### src/rtl/state_stimulus_gen.sv
// state_stimulus_gen
//   Generates a test stimulus on one line that feeds a state monitor input.
//   Each start request produces one event sequence: an optional burst of
//   chatter pulses, then a hold at the event level that lasts a whole number
//   of delay units. The line then returns to its idle level.
//
// Parameters
//   TICK_DIV    clock cycles per delay unit (1 s at the 10 kHz system clock)
//   GLITCH_LEN  cycles per chatter half-period
//
// Ports
//   i_clk       clock
//   i_reset     synchronous, active-high reset
//   i_start     one-cycle request to emit a sequence (accepted only in IDLE)
//   i_abort     terminates the sequence in progress
//   i_polarity  idle level of o_signal; the event level is its inverse
//   i_delay     hold time in delay units (0 is treated as 1)
//   i_glitches  number of chatter pulses before the hold
//   o_signal    generated line (registered)
//   o_busy      high while a sequence is in progress (registered)
//   o_done      one-cycle pulse on normal completion (registered)
module state_stimulus_gen #(
  parameter int unsigned TICK_DIV   = 10000,
  parameter int unsigned GLITCH_LEN = 20
) (
  input  logic       i_clk,
  input  logic       i_reset,
  input  logic       i_start,
  input  logic       i_abort,
  input  logic       i_polarity,
  input  logic [3:0] i_delay,
  input  logic [3:0] i_glitches,
  output logic       o_signal,
  output logic       o_busy,
  output logic       o_done
);

  localparam int unsigned LW = (GLITCH_LEN < 2) ? 1 : $clog2(GLITCH_LEN);

  typedef enum logic [1:0] {
    IDLE,
    CHATTER_ON,
    CHATTER_OFF,
    HOLD
  } state_t;

  state_t        state_q,  state_d;
  logic          pol_q,    pol_d;
  logic [3:0]    glitch_q, glitch_d;
  logic [LW-1:0] len_q,    len_d;
  logic [17:0]   hold_q,   hold_d;
  logic          signal_q, signal_d;
  logic          busy_q,   busy_d;
  logic          done_q,   done_d;

  logic [3:0]    delay_eff;
  logic [17:0]   hold_load;

  // The hold length is computed once at start and kept in the down-counter,
  // so the delay input need not be stored separately. The counter holds
  // (cycles - 1) and its zero value marks the last hold cycle.
  assign delay_eff = (i_delay == 4'd0) ? 4'd1 : i_delay;
  assign hold_load = 18'(32'(delay_eff) * TICK_DIV - 32'd1);

  always_comb begin
    state_d  = state_q;
    pol_d    = pol_q;
    glitch_d = glitch_q;
    len_d    = len_q;
    hold_d   = hold_q;
    signal_d = signal_q;
    busy_d   = busy_q;
    done_d   = 1'b0;

    case (state_q)
      IDLE: begin
        signal_d = i_polarity;
        busy_d   = 1'b0;
        if (i_start && !i_abort) begin
          pol_d    = i_polarity;
          glitch_d = i_glitches;
          hold_d   = hold_load;
          busy_d   = 1'b1;
          signal_d = ~i_polarity;
          if (i_glitches != 4'd0) begin
            state_d = CHATTER_ON;
            len_d   = LW'(GLITCH_LEN - 1);
          end else begin
            state_d = HOLD;
          end
        end
      end

      CHATTER_ON: begin
        if (len_q == '0) begin
          state_d  = CHATTER_OFF;
          len_d    = LW'(GLITCH_LEN - 1);
          signal_d = pol_q;
        end else begin
          len_d = len_q - LW'(1);
        end
      end

      CHATTER_OFF: begin
        if (len_q == '0) begin
          glitch_d = glitch_q - 4'd1;
          signal_d = ~pol_q;
          if (glitch_q == 4'd1) begin
            state_d = HOLD;
          end else begin
            state_d = CHATTER_ON;
            len_d   = LW'(GLITCH_LEN - 1);
          end
        end else begin
          len_d = len_q - LW'(1);
        end
      end

      HOLD: begin
        if (hold_q == '0) begin
          state_d  = IDLE;
          signal_d = pol_q;
          busy_d   = 1'b0;
          done_d   = 1'b1;
        end else begin
          hold_d = hold_q - 18'd1;
        end
      end

      default: begin
        state_d = IDLE;
        busy_d  = 1'b0;
      end
    endcase

    // Abort overrides every transition above, but only once a sequence runs;
    // in IDLE it merely blocks a simultaneous start (handled above).
    if (i_abort && (state_q != IDLE)) begin
      state_d  = IDLE;
      signal_d = pol_q;
      busy_d   = 1'b0;
      done_d   = 1'b0;
      glitch_d = '0;
      len_d    = '0;
      hold_d   = '0;
    end
  end

  always_ff @(posedge i_clk) begin
    if (i_reset) begin
      state_q  <= IDLE;
      pol_q    <= 1'b0;
      glitch_q <= '0;
      len_q    <= '0;
      hold_q   <= '0;
      signal_q <= 1'b0;
      busy_q   <= 1'b0;
      done_q   <= 1'b0;
    end else begin
      state_q  <= state_d;
      pol_q    <= pol_d;
      glitch_q <= glitch_d;
      len_q    <= len_d;
      hold_q   <= hold_d;
      signal_q <= signal_d;
      busy_q   <= busy_d;
      done_q   <= done_d;
    end
  end

  assign o_signal = signal_q;
  assign o_busy   = busy_q;
  assign o_done   = done_q;

endmodule

### config.mk
export PLATFORM = sky130hd
export DESIGN_NAME = state_stimulus_gen
export DESIGN_NICKNAME = d
export VERILOG_FILES = /design/src/rtl/state_stimulus_gen.sv
export SDC_FILE = /design/constraint.sdc
export NUM_CORES = 1
export LEC_CHECK = 0
export ABC_AREA = 1
export ABC_CLOCK_PERIOD_IN_PS = 3800
export BUFFER_PORTS_ARGS = -buffer_cell sky130_fd_sc_hd__buf_2
export CAP_MARGIN = 30
export CORE_ASPECT_RATIO = 1.75
export CORE_MARGIN = 2
export CORE_UTILIZATION = 45
export DETAILED_ROUTE_END_ITERATION = 6
export SYNTH_ARGS = -nofsm -noshare
export SYNTH_HDL_FRONTEND = slang
export SYNTH_SLANG_ARGS = --single-unit
export TNS_END_PERCENT = 1
### constraint.sdc
create_clock -name i_clk -period 3.8 [get_ports i_clk]
set_input_delay 0.19 -clock i_clk [delete_from_list [all_inputs] [get_ports i_clk]]
set_output_delay 0.19 -clock i_clk [all_outputs]
set_load 0.02 [all_outputs]
==> run summary, run 1 <==
Count of standard-cell rows - 39
Chip height - 111.0 microns
Worst Path Required - 3950 ps
Sequential-to-total area share from yosys stat - 22.45%
Endpoints failing hold - 0
Total global routing overflow - 0
Mapped Nets - 502
Critical path peak fanout - 6
Area occupied by registers - 660.6 sq um
Final worst-path setup slack - 796.0 ps
Count of hold-fix buffers inserted at cts - 0
Initial Utilization - 45.69%
Cells along the critical path - buf_2, inv_1, ha_1, a21oi_4, inv_1, ha_1, ha_1, inv_1, fa_1, inv_1, nor2_1, nand3_1, nor2_1, nand3_1, nor2_1, nand2_1, nand2_1, nand3_1, nand2_1, a21oi_1
Most numerous cell on the critical path - inv_1
Cell area power density - 415.1 mW/mm^2
Routed Wire Length - 7318 microns
Power dissipated by switching net loads - 0.0005041 W
Slew Limit Headroom - 48.92%
Count of flip-flops with a built-in enable after synthesis - 0
Sort of element at the start of the critical path - input pin
Pre-CTS setup slack - 500.0 ps
Hold crit path type - in2reg
Yosys warning count - 0
Clock root buffer master - clkbuf_16
Total Power Consumption - 0.001342 W
Dominant synthesized flop cell - dfxtp_1
Total area of multi-input combinational cells - 0.001969 sq mm
Final period utilization - 79.05%
Fmax - 0.3329 GHz
Largest delay share family, worst path - adder cells
Filler cells - 717
Initial drt markers - 118
Outcome - finished clean
Layout-stage area growth over the synthesis result - 9.821%
Layout net count - 516
Number of diodes - 0
Number of global-route vias before repair - 2763
Number of vias per cell - 5.090
Largest net degree at the start of global routing - 24
Cell type of the slowest stage on the worst timing path - fa_1
Skew-Pair Late Insertion Delay - 280 ps
Number of port buffers - 15
Drt drc - 0
Clock tree from TritonCTS - done
Placer's final routability congestion estimate - 0.8467
Sw Share - 37.57%
Setup tns final - 0 ps
Max rail drop VDD - 0.0001794 V
Worst Path Buf+Inv - 5
Clock transition at the register clock pins on the worst setup and hold paths after CTS - 60 ps
Slew at the pin closest to its max-slew limit - 759.2 ps
Period minus WS final - 3004 ps
DIE AREA - 0.007228 sq mm
Final setup violating endpoints - 0
DP Wirelength - 5721 microns
Combinational cell fraction of total power - 36.3%
Proportion of power drawn by the clock network - 32.2%
Critical Path Max Stage Delay - 530 ps
Setup Buffers After CTS - 0
Power share of the sequential group - 31.4%
Core area - 0.006441 sq mm
Number of slew-limit violations in the final report - 0
Initial antenna violation count - 0
Number of clock buffers inserted by TritonCTS - 5
Unique cell type count in the Yosys netlist - 42
Global Route Usage Sum - 22.00%
Proportion of synthesized flip-flops having asynchronous set or reset - 0%
Classification of the worst setup path - in2reg
Average cell area after synthesis - 6.397 sq um
Arrival time at the worst endpoint - 3160 ps
Share of final-layout standard cells stronger than drive strength 1 - 12.84%
Routed length per placed instance - 13.14 microns
P_int - 0.0008375 W
Synth Cell Area - 0.002943 sq mm
Synth Register Bits - 33
Kind of capture point of the worst setup path - flop
Total number of vias - 2835
Max-Cap Viols - 0
Gates resized, CTS repair - 0
Top-Level Pins - 16
Number of clock sinks - 33
Antenna Violating Nets Remaining - 0
Number of buffers on the longest clock path - 2
Number of detailed-routing iterations run before antenna repair - 4
Die W - 65.13 microns
Setup repair after global routing missed its margin - no
Skew final - 3.890 ps
Leakage power of the design - 1.562 nW
Maximum level of the CTS H-tree - 2
Number of instances in the synthesized netlist - 460
Global-route wire length before repair - 12360 microns
[synthesized netlist by cell type, drive strengths merged, types with 5 or more instances]
cell type | count | area share [%]
ha | 26 | 11
xor2 | 7 | 2.1
inv | 67 | 8.5
o21ai | 40 | 6.9
nand4 | 6 | 1.5
xnor2 | 5 | 1.5
nand3 | 32 | 5.6
dfxtp | 33 | 22
buf | 6 | 1.5
a31oi | 5 | 1.1
nor3 | 5 | 1.0
nand2 | 105 | 14
nor2 | 70 | 10
a21oi | 32 | 6.1
[layer usage]
| layer | part of all wire, % | track usage, % |
|---|---|---|
| met5 | 0 | 0 |
| met4 | 3.9 | 10.28 |
| met3 | 2.0 | 3.249 |
| met2 | 55 | 41.17 |
| met1 | 39 | 23.17 |
[placed cells by master (no fill, tap or decap), types with 2 or more instances in the layout]
cell	n
a211oi_1	3
a21oi_2	2
nand2_4	2
nor2_2	7
a21oi_1	29
fa_1	3
nor2_1	60
inv_2	10
buf_2	15
a31oi_1	5
nand4_1	5
o21ai_0	29
xnor2_1	5
nand3_1	31
buf_4	2
nand2_2	4
nor3_1	4
ha_1	26
inv_1	57
o21ai_1	10
xor2_1	7
clkbuf_16	5
or2_4	2
nand2_1	99
dfxtp_1	33
clkbuf_8	2
nor2_4	3
[power by group through the flow]
stage / Sequential (W) / Clock [W] / Combinational (W)
after CTS: 0.000422 / 0.000440 / 0.000492
after floorplan: 0.000422 / 0 / 0.000389
after global routing: 0.000427 / 0.000457 / 0.000562
after global placement: 0.000428 / 0 / 0.000483
final: 0.000422 / 0.000433 / 0.000487
after detailed placement: 0.000429 / 0 / 0.000487
[stage by stage]
| stage | area (sq um) | util, % | instances | hold WS, ps |
|---|---|---|---|---|
| 3_5_place_dp | 3074 | 47.73 | 549 | 400.2 |
| 5_1_grt | 3232 | 50.17 | 557 | 113.9 |
| 3_3_place_gp | 3074 | 47.73 | 549 | 399.5 |
| 2_1_floorplan | 2943 | - | 460 | 259.1 |
| 4_1_cts | 3232 | 50.17 | 557 | 99.42 |
| 6_report | 3232 | 50.17 | 557 | 104.3 |
[layout make-up]
| cell class | count | share of cell area, % |
|---|---|---|
| inverters | 67 | 7.782 |
| clock buffers | 7 | 4.723 |
| flip-flops and latches | 33 | 20.44 |
| multi-input cells | 350 | 60.94 |
| clock inverters | 1 | 0.1549 |
| well taps | 82 | 3.175 |
| repair buffers | 17 | 2.787 |
[flip-flops by register name (all words and copies together) (netlist names)]
| name | count |
|---|---|
| pol_q | 1 |
| o_done | 1 |
| o_busy | 1 |
| state_q | 2 |
| len_q | 5 |
| hold_q | 18 |
| glitch_q | 4 |
| o_signal | 1 |
[kinds of logic (layout without fill, tap and decap cells)]
family                   count (synthesis)  in the layout  synth area share [%]
buffers and inverters                   77             92                 10.63
XOR/XNOR                                12             12                 3.571
AO/OA/AOI/OAI                           85             85                 16.16
AND/OR/NAND/NOR                        224            224                 34.10
flip-flops                              33             33                 22.45
adder cells (fa/ha/maj)                 29             29                 13.10
[final timing paths]
| check | end | slack (ps) | from | cells after the start |
|---|---|---|---|---|
| max | hold_q[16]$_SDFFE_PP0P_ | 800 | i_delay[2] | 20 |
| min reg2reg | len_q[4]$_SDFFE_PP0P_ | 480 | len_q[4]$_SDFFE_PP0P_ | 2 |
| min | pol_q$_SDFFE_PP0P_ | 100 | i_reset | 2 |
| max reg2reg | hold_q[10]$_SDFFE_PP0P_ | 1770 | state_q[0]$_SDFFE_PP0P_ | 9 |
Note: power is estimated with default switching activity, not from simulation.
==> run 2: changes to the inputs <==
--- a/config.mk
+++ b/config.mk
@@ -6,7 +6,7 @@
 export NUM_CORES = 1
 export LEC_CHECK = 0
 export ABC_AREA = 1
-export ABC_CLOCK_PERIOD_IN_PS = 3800
+export ABC_CLOCK_PERIOD_IN_PS = 2400
 export BUFFER_PORTS_ARGS = -buffer_cell sky130_fd_sc_hd__buf_2
 export CAP_MARGIN = 30
 export CORE_ASPECT_RATIO = 1.75
==> constraint.sdc (replaced) <==
create_clock -name i_clk -period 2.4 [get_ports i_clk]
set_input_delay 0.12 -clock i_clk [delete_from_list [all_inputs] [get_ports i_clk]]
set_output_delay 0.12 -clock i_clk [all_outputs]
set_load 0.02 [all_outputs]
==> run 2 against run 1 <==
Global-route usage decreased by 0.33 points. Clock skew increased by 0.92 ps. Wire length up 3.0%. Critical path depth shrank 4. Sequential cell count unchanged. Utilization is 7.1 points higher. Sequential share of layout area down 2.5 points. Register-to-register slack lost 1200 ps. Worst hold slack worse by 61 ps. Setup slack got worse by 780 ps. Via count increased by 5.8%. Largest power group unchanged.
==> run summary, run 2 (synthesis gave the netlist of run 1 again) <==
Outcome - finished clean
Combinational cell fraction of total power - 40.0%
Sw Share - 35.64%
Global-route wire length before repair - 12610 microns
Max rail drop VDD - 0.0005146 V
Power share of the sequential group - 28.2%
Antenna Violating Nets Remaining - 0
Proportion of power drawn by the clock network - 31.7%
Final period utilization - 99.51%
Number of clock buffers inserted by TritonCTS - 5
DIE AREA - 0.007228 sq mm
Global Route Usage Sum - 21.67%
Cell area after layout - 0.003689 sq mm
Initial drt markers - 103
Cell area power density - 643.5 mW/mm^2
Number of global-route vias before repair - 2964
Layout net count - 550
Number of buffers on the longest clock path - 2
Slew at the pin closest to its max-slew limit - 634.4 ps
Flip-flop count of the largest register after layout - 18
Biggest register - hold_q
Routed Wire Length - 7537 microns
Endpoints failing hold - 0
Routed length per placed instance - 12.75 microns
Max-Cap Viols - 0
Filler cells - 656
Placer's final routability congestion estimate - 0.8358
Drt drc - 0
Total global routing overflow - 0
Initial Utilization - 45.69%
Number of clock sinks - 33
Number of slew-limit violations in the final report - 0
Number of diodes - 0
Critical path peak fanout - 4
Leakage power of the design - 1.748 nW
Number of port buffers - 15
Layout-stage area growth over the synthesis result - 25.34%
Minimum hold slack - 43.16 ps
Hold crit path type - in2reg
Clock root buffer master - clkbuf_16
Slew Limit Headroom - 57.32%
DP Wirelength - 5909 microns
Maximum level of the CTS H-tree - 2
Final setup violating endpoints - 0
Total number of vias - 3000
P_int - 0.001527 W
Most common cell after layout, fill and taps aside - nand2_1
Share of final-layout standard cells stronger than drive strength 1 - 24.36%
Period minus WS final - 2388 ps
Total Power Consumption - 0.002373 W
Chip height - 111.0 microns
Worst Path Required - 2540 ps
Skew-Pair Late Insertion Delay - 270 ps
Die W - 65.13 microns
Registers with the most flip-flops - hold_q x18, len_q x5, glitch_q x4
Arrival time at the worst endpoint - 2530 ps
Count of standard-cell rows - 39
Initial antenna violation count - 0
Power dissipated by switching net loads - 0.0008460 W
Clock tree from TritonCTS - done
Number of detailed-routing iterations run before antenna repair - 4
Kind of capture point of the worst setup path - flop
Top-Level Pins - 16
Sort of element at the start of the critical path - input pin
Largest net degree at the start of global routing - 24
Area of placed instances - 0.003304 sq mm
Fmax - 0.4187 GHz
Core area - 0.006441 sq mm
Clock transition at the register clock pins on the worst setup and hold paths after CTS - 60 ps
Setup repair after global routing missed its margin - yes
Top library cells by usage in the layout, fill and taps aside - nand2_1, nor2_1, inv_1
Skew final - 4.809 ps
Number of vias per cell - 5.076
Classification of the worst setup path - in2reg
Setup tns final - 0 ps
## run 2: changes by cell type in the layout (fill, tap and decap cells not counted), sizes merged
cell    change
clkinv      -1
buf        +34
bufinv      +1
## run 2: what timing repair did
action,CTS,global route
pin swaps,1,16
setup endpoints to repair,3,6
endpoints found under the hold margin,0,0
buffers inserted,0,5
hold buffers,0,0
gates cloned,0,0
gates resized for setup,5,33
## run 2: final cells by class
class                      count  area [sq um]  share of cell area [%]
timing repair buffer          51         357.8                   9.701
tap                           82         102.6                   2.782
inverter                      67         254.0                   6.886
sequential                    33         660.6                   17.91
clock inverter                 1         30.03                  0.8141
multi-input combinational    350          2141                   58.04
clock buffer                   7         142.6                   3.867
## run 2: per-layer routing
layer | up-vias | routed length, microns | global-route usage, %
li1 | 1576 | - | -
met1 | 1380 | 3005 | 22.67
met2 | 32 | 4227 | 43.16
met3 | 12 | 166 | 2.335
met4 | 0 | 137 | 6.389
met5 | - | 0 | 0
## run 2: metrics by stage
step                      utilization [%]  setup slack [ps]  std cells
after floorplan                         -            -240.9        460
after global placement              51.30            -317.4        578
after detailed placement            51.30            -381.1        578
after CTS                           54.31            -19.33        586
after global routing                57.27            -96.43        591
final                               57.27             11.83        591
## run 2: power groups by stage
stage,clock (W),combinational [W],sequential [W]
5_1_grt,0.000791,0.00107,0.000676
6_report,0.000753,0.000950,0.000670
2_1_floorplan,0,0.000617,0.000669
3_3_place_gp,0,0.000843,0.000678
3_5_place_dp,0,0.000854,0.000681
4_1_cts,0.000767,0.000869,0.000669
## run 2: path summary, 6_finish.rpt
| kind | from | end | slack [ps] | cells past startpoint |
|---|---|---|---|---|
| setup / recovery | i_delay[3] | hold_q[16]$_SDFFE_PP0P_ | 10 | 16 |
| hold / removal | i_reset | pol_q$_SDFFE_PP0P_ | 40 | 2 |
| setup reg to reg | state_q[0]$_SDFFE_PP0P_ | len_q[0]$_SDFFE_PP0P_ | 540 | 9 |
| hold reg to reg | len_q[1]$_SDFFE_PP0P_ | len_q[1]$_SDFFE_PP0P_ | 480 | 2 |
## run 2: critical path, stage by stage
cell,delay (ps)
buf_6,110
fa_1,520
ha_4,300
inv_2,40
fa_2,570
inv_2,40
nor2_4,100
nand3_2,80
nor2_4,140
nand3_2,90
nor2_2,120
nand2_1,50
nand2_1,50
nand3_1,60
nand2_1,80
a21oi_1,50
==> run 3: changes to the inputs <==
--- a/config.mk
+++ b/config.mk
@@ -13,6 +13,8 @@
 export CORE_MARGIN = 2
 export CORE_UTILIZATION = 45
 export DETAILED_ROUTE_END_ITERATION = 6
+export GPL_TIMING_DRIVEN = 0
+export SLEW_MARGIN = 20
 export SYNTH_ARGS = -nofsm -noshare
 export SYNTH_HDL_FRONTEND = slang
 export SYNTH_SLANG_ARGS = --single-unit
==> run 3 against run 2 <==
The flow now finishes with violations (negative setup slack). Critical path depth increased by 1. Clock power increased by 3%. Clock skew is 4.3 ps higher. Register-to-register slack got worse by 120 ps. Critical endpoint unchanged.
==> run summary, run 3 (synthesis gave the netlist of run 1 again) <==
Final setup violating endpoints - 2
Endpoints failing hold - 0
Global Route Usage Sum - 23.02%
Post-layout utilization of the core - 55.28%
Minimum hold slack - 32.72 ps
P_int - 0.001471 W
Chip height - 111.0 microns
Total number of vias - 2969
Top-Level Pins - 16
Number of detailed-routing iterations run before antenna repair - 4
Sw Share - 36.61%
Kind of capture point of the worst setup path - flop
Slew at the pin closest to its max-slew limit - 618.9 ps
Routed Wire Length - 7924 microns
Biggest register - hold_q
Count of standard-cell rows - 39
Largest net degree at the start of global routing - 11
Arrival time at the worst endpoint - 2620 ps
Global-route wire length before repair - 13050 microns
Number of buffers on the longest clock path - 2
Skew-Pair Late Insertion Delay - 280 ps
Flip-flop count of the largest register after layout - 18
Top library cells by usage in the layout, fill and taps aside - nand2_1, nor2_1, inv_1
Number of slew-limit violations in the final report - 0
Period minus WS final - 2480 ps
Initial drt markers - 125
Die W - 65.13 microns
Skew final - 9.137 ps
Number of clock sinks - 33
Total Power Consumption - 0.002320 W
Power dissipated by switching net loads - 0.0008491 W
Layout net count - 536
Placer's final routability congestion estimate - 0.9420
Setup tns final - -117.5 ps
Filler cells - 664
Final worst-path setup slack - -79.60 ps
Combinational cell fraction of total power - 37.8%
Registers with the most flip-flops - hold_q x18, len_q x5, glitch_q x4
DIE AREA - 0.007228 sq mm
Cell area power density - 651.4 mW/mm^2
Hold crit path type - in2reg
Setup repair after global routing missed its margin - yes
Sort of element at the start of the critical path - input pin
Fmax - 0.4033 GHz
Outcome - finished, violations left
Number of port buffers - 15
Antenna Violating Nets Remaining - 0
Initial antenna violation count - 0
Slew Limit Headroom - 58.36%
Number of vias per cell - 5.146
Count of hold-fix buffers inserted at cts - 0
Number of global-route vias before repair - 2868
Maximum level of the CTS H-tree - 2
DP Wirelength - 6076 microns
Violations in the final reports - negative setup slack
Max rail drop VDD - 0.0003846 V
Total global routing overflow - 0
Share of final-layout standard cells stronger than drive strength 1 - 20.00%
Classification of the worst setup path - in2reg
Proportion of power drawn by the clock network - 33.3%
Clock root buffer master - clkbuf_16
Number of clock buffers inserted by TritonCTS - 5
Leakage power of the design - 1.666 nW
Critical path peak fanout - 3
Clock transition at the register clock pins on the worst setup and hold paths after CTS - 60 ps
Number of diodes - 0
Layout-stage area growth over the synthesis result - 21.00%
Drt drc - 0
Most common cell after layout, fill and taps aside - nand2_1
Routed length per placed instance - 13.73 microns
Power share of the sequential group - 28.9%
Core area - 0.006441 sq mm
Max-Cap Viols - 0
Final period utilization - 103.3%
Initial Utilization - 45.69%
Clock tree from TritonCTS - done
Worst Path Required - 2540 ps
==> run 3: cell types whose count changed in the layout (fill, tap and decap cells not counted), moves of 2 or more <==
cell / change
nor2_4: -2
nand3_1: +2
nand3_2: -2
buf_8: +3
clkinvlp_4: +2
nor2_1: +2
inv_1: +2
inv_2: -3
clkbuf_1: +2
buf_4: -24
buf_2: +2
==> run 3: per-stage QoR <==
step | setup WS [ps] | cells | instance area, sq um
2_1_floorplan | -240.9 | 460 | 2955
4_1_cts | -227.6 | 576 | 3503
5_1_grt | -248.8 | 577 | 3561
3_5_place_dp | -938.0 | 557 | 3133
3_3_place_gp | -887.3 | 557 | 3133
6_report | -79.60 | 577 | 3561
==> run 3: final cells by class <==
cell class | count | area [sq um] | share of cell area, %
multi-input combinational | 350 | 2090 | 58.68
sequential | 33 | 660.6 | 18.55
inverter | 67 | 259.0 | 7.273
timing repair buffer | 27 | 203.9 | 5.727
clock buffer | 7 | 142.6 | 4.006
tap | 82 | 102.6 | 2.881
buffer | 10 | 72.57 | 2.038
clock inverter | 1 | 30.03 | 0.8433
==> run 3: critical path, cell delays in order <==
cell     delay (ps)
buf_8           100
buf_8           110
fa_2            450
ha_4            300
inv_2            40
fa_1            560
inv_1            50
nor2_2           90
nand3_1          90
nor2_2          180
nand3_2          90
nor2_1          100
nand2_1          70
nand2_1          70
nand3_2          80
nand2_1          80
a21oi_1          50
==> run 3: path summary, 6_finish.rpt <==
check                          startpoint                       to  slack (ps)  cells past startpoint
setup / recovery               i_delay[1]  hold_q[16]$_SDFFE_PP0P_         -80                     17
hold / removal                    i_reset       pol_q$_SDFFE_PP0P_          30                      2
setup reg to reg  state_q[0]$_SDFFE_PP0P_   hold_q[2]$_SDFFE_PP0P_         420                      7
hold reg to reg       o_busy$_SDFFE_PP0P_      o_busy$_SDFFE_PP0P_         480                      2
==> run 3: repair_timing <==
item | 4_1_cts | 5_1_grt
endpoints found under the setup margin | 6 | 5
cloned | 0 | 0
gates resized for setup | 25 | 10
pin swaps | 18 | 16
buffers inserted | 11 | 1
==> run 3: routing by layer <==
layer | GRT usage [%] | vias up | wire length [microns]
li1 | - | 1555 | -
met1 | 24.86 | 1360 | 3091
met4 | 8.333 | 0 | 170
met5 | 0 | - | 0
met2 | 44.05 | 41 | 4483
met3 | 2.741 | 13 | 179
==> run 3: power by group through the flow <==
stage	registers (W)	clock network, W	logic (W)
6_report	0.000670	0.000772	0.000878
5_1_grt	0.000678	0.000800	0.000991
4_1_cts	0.000670	0.000774	0.000849
3_5_place_dp	0.000681	0	0.000791
3_3_place_gp	0.000679	0	0.000782
2_1_floorplan	0.000669	0	0.000617
